## src/rtl/mbldcm_csr_pkg.sv

```systemverilog
// Shared definitions for the BLDC motor control/status register slave:
// register map, CTRL/STATUS bit positions and reset values.
package mbldcm_csr_pkg;

    typedef enum logic [2:0] {
        ADDR_CTRL     = 3'd0,
        ADDR_DIV      = 3'd1,
        ADDR_PHASE    = 3'd2,
        ADDR_PWM_MAX  = 3'd3,
        ADDR_PWM_CMP  = 3'd4,
        ADDR_PWM_PRSC = 3'd5,
        ADDR_STATUS   = 3'd6,
        ADDR_STEP_CNT = 3'd7
    } regAddr_t;

    localparam int unsigned CTRL_ENABLE_BIT   = 0;
    localparam int unsigned CTRL_STOP_BIT     = 1;
    localparam int unsigned CTRL_COMMIT_BIT   = 8;

    localparam int unsigned STATUS_ACCEPT_BIT = 0;
    localparam int unsigned STATUS_ERROR_BIT  = 1;

    localparam int unsigned PRSC_WIDTH        = 6;

    localparam logic RST_ENABLE = 1'b0;
    localparam logic RST_STOP   = 1'b1;

endpackage

```

## src/rtl/mbldcm_csr_if.sv

```systemverilog
// Single-clock memory-mapped bus into the CSR block; reads return one cycle
// after the strobe.
interface mbldcm_csr_if;

    logic [2:0]  iAddress;
    logic        iWrite;
    logic [31:0] iWriteData;
    logic        iRead;
    logic [31:0] oReadData;

    modport master (
        output iAddress, iWrite, iWriteData, iRead,
        input  oReadData
    );

    modport slave (
        input  iAddress, iWrite, iWriteData, iRead,
        output oReadData
    );

endinterface

```

## src/rtl/mbldcm_step_counter.sv

```systemverilog
// Counts commutation steps: one increment per cycle in which the core phase
// differs from the previous cycle's phase. A clear beats a coincident step.
module mbldcm_step_counter (
    input  logic        iClock,
    input  logic        iReset_n,
    input  logic [2:0]  iPhase,
    input  logic        iClear,
    output logic [31:0] oCount
);

    logic [2:0]  prevPhase;
    logic [31:0] count;
    logic [31:0] countNext;

    always_comb begin
        countNext = count;
        if (iClear)
            countNext = '0;
        else if (iPhase != prevPhase)
            countNext = count + 32'd1;
    end

    always_ff @(posedge iClock or negedge iReset_n) begin
        if (!iReset_n) begin
            count     <= '0;
            prevPhase <= '0;
        end else begin
            count     <= countNext;
            prevPhase <= iPhase;
        end
    end

    assign oCount = count;

endmodule

```

## src/rtl/mbldcm_csr.sv

```systemverilog
// Control/status register slave driving the BLDC motor core, with
// double-buffered PWM settings committed only when compare <= period.
module mbldcm_csr
    import mbldcm_csr_pkg::*;
#(
    parameter int unsigned pPwmCounterWidth = 32
) (
    input  logic                        iClock,
    input  logic                        iReset_n,
    mbldcm_csr_if.slave                 bus,
    input  logic [2:0]                  iPhase,
    output logic                        oEnable,
    output logic                        oStop,
    output logic [31:0]                 oDiv,
    output logic [2:0]                  oPhaseUpdate,
    output logic                        oLatchPhaseUpdate,
    output logic [pPwmCounterWidth-1:0] oPwmMaxCnt,
    output logic [pPwmCounterWidth-1:0] oPwmCmpCnt,
    output logic [PRSC_WIDTH-1:0]       oPwmPrscSel
);

    regAddr_t                    addr;
    logic                        wrCtrl, wrDiv, wrPhase, wrMax, wrCmp, wrPrsc, wrStatus, wrStepCnt;
    logic                        commitReq, commitOk;
    logic [pPwmCounterWidth-1:0] shadowMax, shadowCmp;
    logic [PRSC_WIDTH-1:0]       shadowPrsc;
    logic                        statusAccept, statusError;
    logic [31:0]                 stepCount;
    logic [31:0]                 readMux;

    assign addr      = regAddr_t'(bus.iAddress);
    assign wrCtrl    = bus.iWrite && (addr == ADDR_CTRL);
    assign wrDiv     = bus.iWrite && (addr == ADDR_DIV);
    assign wrPhase   = bus.iWrite && (addr == ADDR_PHASE);
    assign wrMax     = bus.iWrite && (addr == ADDR_PWM_MAX);
    assign wrCmp     = bus.iWrite && (addr == ADDR_PWM_CMP);
    assign wrPrsc    = bus.iWrite && (addr == ADDR_PWM_PRSC);
    assign wrStatus  = bus.iWrite && (addr == ADDR_STATUS);
    assign wrStepCnt = bus.iWrite && (addr == ADDR_STEP_CNT);

    assign commitReq = wrCtrl && bus.iWriteData[CTRL_COMMIT_BIT];
    assign commitOk  = (shadowCmp <= shadowMax);

    always_ff @(posedge iClock or negedge iReset_n) begin
        if (!iReset_n) begin
            oEnable           <= RST_ENABLE;
            oStop             <= RST_STOP;
            oDiv              <= '0;
            oPhaseUpdate      <= '0;
            oLatchPhaseUpdate <= 1'b0;
        end else begin
            oLatchPhaseUpdate <= wrPhase;
            if (wrCtrl) begin
                oEnable <= bus.iWriteData[CTRL_ENABLE_BIT];
                oStop   <= bus.iWriteData[CTRL_STOP_BIT];
            end
            if (wrDiv)
                oDiv <= bus.iWriteData;
            if (wrPhase)
                oPhaseUpdate <= bus.iWriteData[2:0];
        end
    end

    // Shadow -> active transfer is all-or-nothing so the core never sees a
    // mixed old/new PWM configuration.
    always_ff @(posedge iClock or negedge iReset_n) begin
        if (!iReset_n) begin
            shadowMax    <= '0;
            shadowCmp    <= '0;
            shadowPrsc   <= '0;
            oPwmMaxCnt   <= '0;
            oPwmCmpCnt   <= '0;
            oPwmPrscSel  <= '0;
            statusAccept <= 1'b0;
            statusError  <= 1'b0;
        end else begin
            if (wrMax)
                shadowMax <= bus.iWriteData[pPwmCounterWidth-1:0];
            if (wrCmp)
                shadowCmp <= bus.iWriteData[pPwmCounterWidth-1:0];
            if (wrPrsc)
                shadowPrsc <= bus.iWriteData[PRSC_WIDTH-1:0];
            if (commitReq) begin
                statusAccept <= commitOk;
                if (commitOk) begin
                    oPwmMaxCnt  <= shadowMax;
                    oPwmCmpCnt  <= shadowCmp;
                    oPwmPrscSel <= shadowPrsc;
                end else begin
                    statusError <= 1'b1;
                end
            end
            if (wrStatus && bus.iWriteData[STATUS_ERROR_BIT])
                statusError <= 1'b0;
        end
    end

    mbldcm_step_counter uStepCounter (
        .iClock   (iClock),
        .iReset_n (iReset_n),
        .iPhase   (iPhase),
        .iClear   (wrStepCnt),
        .oCount   (stepCount)
    );

    always_comb begin
        readMux = '0;
        case (addr)
            ADDR_CTRL: begin
                readMux[CTRL_ENABLE_BIT] = oEnable;
                readMux[CTRL_STOP_BIT]   = oStop;
            end
            ADDR_DIV:      readMux = oDiv;
            ADDR_PHASE:    readMux = {29'd0, iPhase};
            ADDR_PWM_MAX:  readMux = 32'(shadowMax);
            ADDR_PWM_CMP:  readMux = 32'(shadowCmp);
            ADDR_PWM_PRSC: readMux = 32'(shadowPrsc);
            ADDR_STATUS: begin
                readMux[STATUS_ACCEPT_BIT] = statusAccept;
                readMux[STATUS_ERROR_BIT]  = statusError;
            end
            ADDR_STEP_CNT: readMux = stepCount;
        endcase
    end

    // The mux sees pre-write state, so a read paired with a write returns the old value.
    always_ff @(posedge iClock or negedge iReset_n) begin
        if (!iReset_n)
            bus.oReadData <= '0;
        else if (bus.iRead)
            bus.oReadData <= readMux;
    end

endmodule

```

## src/flat_wrapper.sv

```systemverilog
// flat-port wrapper written by rule: the top's interface ports become plain ports
module mbldcm_csr_flat import mbldcm_csr_pkg::*;
#(
    parameter int unsigned pPwmCounterWidth = 32
)
  (iClock, iReset_n, iPhase, oEnable, oStop, oDiv, oPhaseUpdate, oLatchPhaseUpdate, oPwmMaxCnt, oPwmCmpCnt, oPwmPrscSel, bus_iAddress, bus_iWrite, bus_iWriteData, bus_iRead, bus_oReadData);
  mbldcm_csr_if bus_i ();
  input  logic iClock;
  input  logic iReset_n;
  input  logic [2:0] iPhase;
  output logic oEnable;
  output logic oStop;
  output logic [31:0] oDiv;
  output logic [2:0] oPhaseUpdate;
  output logic oLatchPhaseUpdate;
  output logic [pPwmCounterWidth-1:0] oPwmMaxCnt;
  output logic [pPwmCounterWidth-1:0] oPwmCmpCnt;
  output logic [PRSC_WIDTH-1:0] oPwmPrscSel;
  input wire logic [$bits(bus_i.iAddress)-1:0] bus_iAddress;
  input wire logic [$bits(bus_i.iWrite)-1:0] bus_iWrite;
  input wire logic [$bits(bus_i.iWriteData)-1:0] bus_iWriteData;
  input wire logic [$bits(bus_i.iRead)-1:0] bus_iRead;
  output wire logic [$bits(bus_i.oReadData)-1:0] bus_oReadData;
  assign bus_i.iAddress = bus_iAddress;
  assign bus_i.iWrite = bus_iWrite;
  assign bus_i.iWriteData = bus_iWriteData;
  assign bus_i.iRead = bus_iRead;
  assign bus_oReadData = bus_i.oReadData;
  mbldcm_csr #(.pPwmCounterWidth(pPwmCounterWidth)) u_core (.iClock(iClock), .iReset_n(iReset_n), .bus(bus_i), .iPhase(iPhase), .oEnable(oEnable), .oStop(oStop), .oDiv(oDiv), .oPhaseUpdate(oPhaseUpdate), .oLatchPhaseUpdate(oLatchPhaseUpdate), .oPwmMaxCnt(oPwmMaxCnt), .oPwmCmpCnt(oPwmCmpCnt), .oPwmPrscSel(oPwmPrscSel));
endmodule
```

## config.mk

```make
export PLATFORM = sky130hd
export DESIGN_NAME = mbldcm_csr_flat
export DESIGN_NICKNAME = d
export VERILOG_FILES = /design/src/rtl/mbldcm_csr_pkg.sv /design/src/rtl/mbldcm_csr_if.sv /design/src/rtl/mbldcm_step_counter.sv /design/src/rtl/mbldcm_csr.sv /design/src/flat_wrapper.sv
export SDC_FILE = /design/constraint.sdc
export NUM_CORES = 1
export LEC_CHECK = 0
export CORE_MARGIN = 10
export CORE_UTILIZATION = 45
export DETAILED_ROUTE_END_ITERATION = 8
export GPL_TIMING_DRIVEN = 1
export MAX_ROUTING_LAYER = met4
export PLACE_DENSITY = 0.73
export RECOVER_POWER = 50
export SLEW_MARGIN = 20
export SYNTH_ARGS = -nofsm -noshare
export SYNTH_HDL_FRONTEND = slang
export SYNTH_SLANG_ARGS = --single-unit
export TNS_END_PERCENT = 5
```

## constraint.sdc

```tcl
create_clock -name iClock -period 4 [get_ports iClock]
set_input_delay 1.2 -clock iClock [delete_from_list [all_inputs] [get_ports iClock]]
set_output_delay 1.2 -clock iClock [all_outputs]
set_load 0.02 [all_outputs]
```

==> results.toml <==
[synthesis]
yosys-top-cells-area = "dfrtp_1 (55%), mux2_2 (17%), ha_1 (3.7%)"
ys_seq_elements = 247
synth_top_area_share_pct = 55.0
async_flop_share_pct = 100
yosys-top-cells-count = "dfrtp_1 (246), mux2_2 (168), inv_1 (67), nor2_1 (46), nand2_1 (35)"
ys_seq_area_share_pct = 55.3
synth_top_family_by_area = "multiplexers"
synth_xor_area_share_pct = 2.58
synth_nets = 963
ys_types = 45
synth-compound-area-share_pct = 8.39
synth_adder_area_share_pct = 3.69
synth_cells = 888
synth_edf_count = 0
synthSimpleGateAreaFrac_pct = 6.43
avgSynthCellArea_um2 = 12.6
synthesis.yosys.warnings = 0
synth_most_common_cell = "dfrtp_1"
synth_mux_area_share_pct = 19.3
netlist_area_um2 = 11200
synth_flop_cell = "dfrtp_1"
synth_largest_area_cell = "dfrtp_1"

[finish]
finish.net_count = 1157
fillers = 2014
seq_area_um2 = 6180
multiInputGateArea_um2 = 4560
layout.cells.non_filler = 1426
areaGrowthSynthToFinish_pct = 28.2
drive_gt1_share_pct = 23.8
final_area_um2 = 14300

[cts]
clockBufferDepth = 3
cts_buffers = 27
root_buffer = "clkbuf_16"
insertion_delay_ns = 0.53
cts_resized = 0
postCtsSetupRepairBufs = 0
clk_pin_slew_worst_paths_ns = 0.06
cts-htree-levels = 1
clock-sinks = 247
cts_tree = "yes"
cts_hold_buf = 0

[place]
gp_congestion = 0.810
placed_cell_area_um2 = 13500
dp_slack_ns = 0.456
port_buffers = 181
dp.cells = 1377
dpl.hpwl_um = 21000

[sta]
grt_setup_unrepaired = "false"
fmaxAchievable_mhz = 297
final-setup-viol-count = 0
clock_skew_ns = 0.0116
fin_tns_setup_ns = 0
maxSlewViolCount = 81
relSlewSlack_pct = -43.0
hold_viol_final = 0
period_share_pct = 84.2
worst_slew_pin_slew_ns = 2.14
holdWs_ns = 0.490
period_needed_ns = 3.37
fin_ws_ns = 0.631

[grt]
busiest_layer = "met2"
track_usage_pct = 19.5
antenna_found_initial = 1
grt_pass1_vias = 8195
grt_use_met1_pct = 26.2
use_met3_pct = 3.40
grt_first_pass_wirelength_um = 47700
grt-ovfl-total = 0
use_met2_pct = 30.7
grt_max_degree = 82

[die]
io_pins = 182
die_area_um2 = 31600
placeableCoreArea_um2 = 24400
rows = 57
die_h_um = 178
initial_utilization_pct = 45.9
die_x_um = 178

[route]
vias = 7755
drt_iter0_markers = 645
avgRoutedWirePerCell_um = 21.0
drc = 0
first_pass_iters = 5
antenna_left = 0
viasPerCell = 5.44
wirelength_um = 30000

[worst_setup_path]
critPathArrivalTime_ns = 3.72
worstPathMaxFanout = 32
path_cells = "dlygate4sd3_1 > nand2_1 > nor2_1 > clkbuf_1 > nor2_1"
cp_common_cell = "nor2_1"
crit_family = "buffers and inverters"
worst_ep_required_time_ns = 4.35
worstSetupPathType = "primary input to flop"
cp_slowest_cell = "clkbuf_1"
path_buf_inv = 2
critPathMaxStageDelay_ns = 1.08
end_kind = "flop"
start_kind = "primary input"

[worst_hold_path]
min_path_type = "flop to flop"

[status]
violations = "capacitance limit, slew limit"
outcome = "finished, violations left"

[job]
maxCapViolations = 1

[pwr]
p_leak_nw = 6.40
ir_drop_mv = 0.372
p_per_area_nw_per_um2 = 634
-- final timing paths --
kind                                                               to  cells after the start                              from  slack [ns]
setup / recovery            u_core.uStepCounter.oCount[7]$_DFFE_PN0P_                      5                   bus_iAddress[0]        0.63
hold / removal                        u_core.statusAccept$_DFFE_PN0P_                      2   u_core.statusAccept$_DFFE_PN0P_        0.49
setup reg to reg                    u_core.oPwmCmpCnt[20]$_DFFE_PN0P_                     10  u_core.shadowMax[28]$_DFFE_PN0P_        0.92
hold reg to reg                       u_core.statusAccept$_DFFE_PN0P_                      2   u_core.statusAccept$_DFFE_PN0P_        0.49
max in group asynchronous  u_core.uStepCounter.prevPhase[2]$_DFF_PN0_                      2                          iReset_n        0.99
min in group asynchronous                  u_core.oDiv[6]$_DFFE_PN0P_                      1                          iReset_n        1.29
-- sequential cells by signal, summed over array words and instances (netlist names), 3 cells and up --
register,count
u_core.shadowCmp,32
u_core.uStepCounter.oCount,32
u_core.oPwmCmpCnt,32
u_core.uStepCounter.prevPhase,3
u_core.shadowMax,32
u_core.shadowPrsc,6
u_core.oPhaseUpdate,3
u_core.oPwmPrscSel,6
u_core.oPwmMaxCnt,32
u_core.bus.oReadData,32
u_core.oDiv,32
-- metrics by stage --
step                util (%)  power [mW]
finish                  58.8        9.09
global route            58.8        9.57
CTS                     58.9        9.23
detailed placement      55.2        6.65
global placement        55.2        6.58
floorplan                  -        5.17
-- power by group --
part | total, mW | switching, mW | internal [mW]
Combinational | 2.87 | 1.39 | 1.48
Sequential | 3.67 | 0.519 | 3.15
Clock | 2.55 | 1.01 | 1.54
-- worst min-delay path: stages (launching register included) --
cell and delay (ns):
dfrtp_1 0.35, nand2_1 0.05, nand2_1 0.06
-- final cells by class --
cell class                 instances  area share (%)
clock buffer                      38            5.42
clock inverter                    10           0.899
antenna                            1          0.0174
inverter                          67            1.75
tap                              324            2.83
timing repair buffer             210            14.2
multi-input combinational        529            31.8
sequential                       247            43.1
-- routing by layer --
layer  part of all wire, %  vias up
met1                    44     3920
met2                    48      226
met4                   1.3        0
met5                     0        -
met3                   6.4       30
li1                      -     3579
-- cell usage in the layout (no fill, tap or decap), types with 7 or more instances in the layout --
cell type          n
inv_1             67
nor2_1            44
dlygate4sd3_1     31
clkbuf_16         27
a21oi_1           22
clkdlybuf4s50_1  148
xor2_1            22
nand3_1           17
xnor2_1           11
buf_4             21
nand4_1           13
a22o_1            27
mux2_2           168
dfrtp_1          246
a221oi_1          26
nand2_1           34
mux2_4             7
o22ai_1           31
clkbuf_1           9
o21ai_0           13
ha_1              33
-- kinds of logic after synthesis --
logic type	count (synthesis)
adder cells (fa/ha/maj)	33
buffers and inverters	112
AND/OR/NAND/NOR	146
AO/OA/AOI/OAI	132
XOR/XNOR	33
multiplexers	185
flip-flops	247
Power figures use the tool's default switching activity.
==> variant 1, RTL diff (same settings) <==
Remove the register `oLatchPhaseUpdate`: a continuous assignment takes its place, so the output `oLatchPhaseUpdate` follows one clock earlier.
--- a/src/rtl/mbldcm_csr.sv
+++ b/src/rtl/mbldcm_csr.sv
@@ -47,9 +47,7 @@
             oStop             <= RST_STOP;
             oDiv              <= '0;
             oPhaseUpdate      <= '0;
-            oLatchPhaseUpdate <= 1'b0;
         end else begin
-            oLatchPhaseUpdate <= wrPhase;
             if (wrCtrl) begin
                 oEnable <= bus.iWriteData[CTRL_ENABLE_BIT];
                 oStop   <= bus.iWriteData[CTRL_STOP_BIT];
@@ -60,6 +58,8 @@
                 oPhaseUpdate <= bus.iWriteData[2:0];
         end
     end
+
+    assign oLatchPhaseUpdate = wrPhase;
 
     // Shadow -> active transfer is all-or-nothing so the core never sees a
     // mixed old/new PWM configuration.
Formal check against the unedited RTL: not equivalent (a bounded check fails within 4 cycles, from zero or initial values and one cycle with iReset_n low).
==> variant 1 against the unedited design <==
- the flow still finishes with violations (capacitance limit, slew limit)
- synthesized cell count is 0.11% lower
- sequential share of layout area is 0.15 points higher
- setup slack worse by 0.47 ns
- routed wire length is 1.5% lower
- final area is 0.76% lower
- sequential cell count is 1 lower
- via count is 0.15% lower
- area after synthesis is 0.22% lower
- count of clock-buffer cells in the layout is 3 higher
- clock skew is 0.0073 ns higher
- hold slack worse by 0.0047 ns
- power is 1.5% lower
- first-iteration DRC count is 37% lower
==> variant 1: results (changes against the unedited design) <==
INFO  setup_path     worstSetupEndpoint=oLatchPhaseUpdate [was u_core.uStepCounter.oCount[7]]
INFO  finish         layout.clock_buffers=41 [was 38]
INFO  power_and_ir_drop worst_ir_drop_vdd=0.441mV [was 0.372 mV]
INFO  global_routing globalRouteMet1Util=25.6% [was 26.2%]
INFO  run_status     run_status=finished with violations [unchanged]
INFO  power_and_ir_drop switchingPower=0.00287W [was 0.00292 W]
INFO  global_routing grt_usage=19.2% [was 19.5%]
INFO  setup_path     reg_to_reg_start=u_core.shadowMax[3] [was u_core.shadowMax[28]]
INFO  placed_design  place_area=0.0135mm^2 [about the same]
INFO  setup_path     critPathArrivalTime=2.64ns [was 3.72 ns]
INFO  setup_path     critical-path-max-stage-delay=0.64ns [was 1.08 ns]
INFO  synthesis      synthTopCellsByCount=dfrtp_1, mux2_2, inv_1 [unchanged]
INFO  power_and_ir_drop pwr-share-comb=32.4% [was 31.6%]
INFO  placed_design  worst_setup_timing_slack_at_the_placement_stage=0.123ns [was 0.456 ns]
INFO  global_routing grt_max_degree=74 [was 82]
INFO  finish         non_clock_buffers_area_share=14.2% [about the same]
INFO  placed_design  place.gp.congestion=0.809 [was 0.810]
INFO  power_and_ir_drop p_leak=6.30nW [was 6.40 nW]
INFO  finish         multi_input_area_share=31.8% [about the same]
INFO  synthesis      synth_seq_area_share=55.2% [was 55.3%]
INFO  finish         syn2layout_area_growth=27.5% [was 28.2%]
INFO  flow_run       max_cap_violations=2 [was 1]
INFO  synthesis      ys_ff_latch=246 [was 247]
INFO  power_and_ir_drop pwr.group.clock=0.00240W [was 0.00255 W]
INFO  sta            timing_max_transition_violations_final=103 [was 81]
INFO  finish         design.final.nets=1159 [was 1157]
INFO  route          drt_iter0_drc=405 [was 645]
INFO  power_and_ir_drop pwr_density_cell=629mW/mm^2 [was 634 mW/mm^2]
INFO  placed_design  place.detailed.hpwl=21300um [was 21000 um]
INFO  global_routing grt_first_pass_wirelength=47100um [was 47700 um]
INFO  finish         n_fill_cell=2035 [was 2014]
INFO  setup_path     ff2ff_setup_slack=0.27ns [was 0.92 ns]
INFO  run_status     violations=capacitance limit, slew limit [unchanged]
INFO  route          detail_route.first_pass.iterations=4 [was 5]
INFO  sta            slew_headroom=-23.5% [was -43.0%]
## variant 1: routing by layer
metal	up-vias	part of all wire, %
li1	3573	-
met1	3956	45
met2	185	48
met3	29	5.3
met4	0	1.2
met5	-	0
## variant 1: worst min-delay path by stage
stage | endpoint | slack [ns] | depth (start not counted)
6_report | u_core.statusAccept | 0.49 | 2
5_1_grt | u_core.oPwmCmpCnt[20] | 0.51 | 1
4_1_cts | u_core.statusAccept | 0.49 | 2
3_5_place_dp | u_core.statusAccept | 0.47 | 2
3_3_place_gp | u_core.statusAccept | 0.46 | 2
2_1_floorplan | u_core.statusAccept | 0.44 | 2
## variant 1: cells by family (layout without fill, tap and decap cells)
group	Yosys count	count (layout)	share of synthesized area, %
multiplexers	185	185	19.4
flip-flops	246	246	55.2
XOR/XNOR	33	33	2.59
buffers and inverters	112	328	4.35
adder cells (fa/ha/maj)	33	33	3.70
other	0	1	0
AO/OA/AOI/OAI	132	132	8.41
AND/OR/NAND/NOR	146	146	6.44
==> variant 2, RTL diff (config.mk and constraints unchanged) <==
Made on the original files. `pPwmCounterWidth` is set to 32 in 2 places; all go to 24.
--- a/src/rtl/mbldcm_csr.sv
+++ b/src/rtl/mbldcm_csr.sv
@@ -3,7 +3,7 @@
 module mbldcm_csr
     import mbldcm_csr_pkg::*;
 #(
-    parameter int unsigned pPwmCounterWidth = 32
+    parameter int unsigned pPwmCounterWidth = 24
 ) (
     input  logic                        iClock,
     input  logic                        iReset_n,
--- a/src/flat_wrapper.sv
+++ b/src/flat_wrapper.sv
@@ -1,7 +1,7 @@
 // flat-port wrapper written by rule: the top's interface ports become plain ports
 module mbldcm_csr_flat import mbldcm_csr_pkg::*;
 #(
-    parameter int unsigned pPwmCounterWidth = 32
+    parameter int unsigned pPwmCounterWidth = 24
 )
   (iClock, iReset_n, iPhase, oEnable, oStop, oDiv, oPhaseUpdate, oLatchPhaseUpdate, oPwmMaxCnt, oPwmCmpCnt, oPwmPrscSel, bus_iAddress, bus_iWrite, bus_iWriteData, bus_iRead, bus_oReadData);
   mbldcm_csr_if bus_i ();
Interface: changed (resized oPwmCmpCnt and oPwmMaxCnt); port bits go from 182 to 166. The function was not compared with the original's and may differ.
==> variant 2 against the unedited design <==
- the run still ends with capacitance limit, slew limit left
- first-iteration DRC count rose by 9.5%
- sequential cell count fell by 32
- power fell by 20%
- final area fell by 7.5%
- area after synthesis fell by 6.7%
- register-to-register slack improved by 0.31 ns
- cell count fell by 0.14%
- synthesized cell count rose by 8.9%
- global-route usage rose by 1.6 points
- setup slack got worse by 0.084 ns
- core utilization fell by 0.40 points
- routed wire length rose by 2.5%
- critical endpoint is now u_core.oDiv[24]
- largest power group unchanged
- highest routed layer unchanged
==> variant 2: results (changes against the unedited design) <==
INFO  finish         layout.clock_buffers=28 [was 38]
INFO  setup_path     reg2reg_depth=8 [was 10]
INFO  cts            cts-buffers-inserted=24 [was 27]
INFO  finish         antennaDiodeCount=2 [was 1]
INFO  finish         n_fill_cell=1876 [was 2014]
INFO  hold_path      hold-path-cell-count=1 [was 2]
INFO  synthesis      synthTopCellsByCount=dfrtp_1, nand2_1, mux2_2 [was dfrtp_1, mux2_2, inv_1]
INFO  flow_run       max_cap_violations=1 [unchanged]
INFO  route          met3_wirelength=2400um [was 1920 um]
INFO  power_and_ir_drop comb-power=0.00185W [was 0.00287 W]
INFO  synthesis      synth_seq_area_share=51.6% [was 55.3%]
INFO  synthesis      synth-adder-area-share=3.00% [was 3.69%]
INFO  sta            worstMarginPinSlew=2.07ns [was 2.14 ns]
INFO  run_status     run_status=finished with violations [unchanged]
INFO  finish         inverters=66 [was 67]
INFO  sta            timing_max_transition_violations_final=78 [was 81]
INFO  finish         layout.comb_gates.multi_input=620 [was 529]
INFO  route          vias_after_detailed_routing=8443 [was 7755]
INFO  route          drt-wirelength-per-cell=21.6um [was 21.0 um]
INFO  power_and_ir_drop p_leak=5.60nW [was 6.40 nW]
INFO  global_routing grt_antenna_before_repair=2 [was 1]
INFO  global_routing grt_usage=21.1% [was 19.5%]
INFO  sta            hold_ws=0.501ns [was 0.490 ns]
INFO  power_and_ir_drop sw_frac_of_total=32.3% [was 32.1%]
INFO  setup_path     critPathArrivalTime=3.85ns [was 3.72 ns]
INFO  finish         finish.cell_count_without_fillers=1424 [was 1426]
INFO  setup_path     crit-reg2reg-capture=u_core.oPwmCmpCnt[13] [was u_core.oPwmCmpCnt[20]]
INFO  run_status     violations=capacitance limit, slew limit [unchanged]
INFO  placed_design  place_area=0.0124mm^2 [was 0.0135 mm^2]
INFO  finish         post_route_cells_drive_above_1_share=14.5% [was 23.8%]
INFO  global_routing globalRouteMet1Util=28.3% [was 26.2%]
INFO  placed_design  place.gp.congestion=0.860 [was 0.810]
INFO  power_and_ir_drop worst_ir_drop_vdd=0.391mV [was 0.372 mV]
variant 2: cell types whose count changed after synthesis, sizes merged, moves of 11 or more:
cell	change
a221o	+53
clkbuf	+22
dfrtp	-32
mux2	-87
nand2	+80
o21ai	+32
o31ai	+24
xor2	-11
variant 2: how the worst max path moves through the flow:
| stage | from | endpoint | slack, ns | cells after the start |
|---|---|---|---|---|
| final | bus_iAddress[2] | u_core.oDiv[24] | 0.55 | 6 |
| after global routing | bus_iAddress[2] | u_core.oDiv[24] | 0.44 | 6 |
| after CTS | bus_iAddress[2] | u_core.oPwmCmpCnt[13] | 0.81 | 7 |
| after detailed placement | bus_iAddress[2] | u_core.oPwmCmpCnt[13] | 0.28 | 7 |
| after global placement | bus_iAddress[2] | u_core.oPwmCmpCnt[15] | 0.33 | 7 |
| after floorplan | bus_iAddress[1] | u_core.oPwmMaxCnt[3] | 1.19 | 8 |
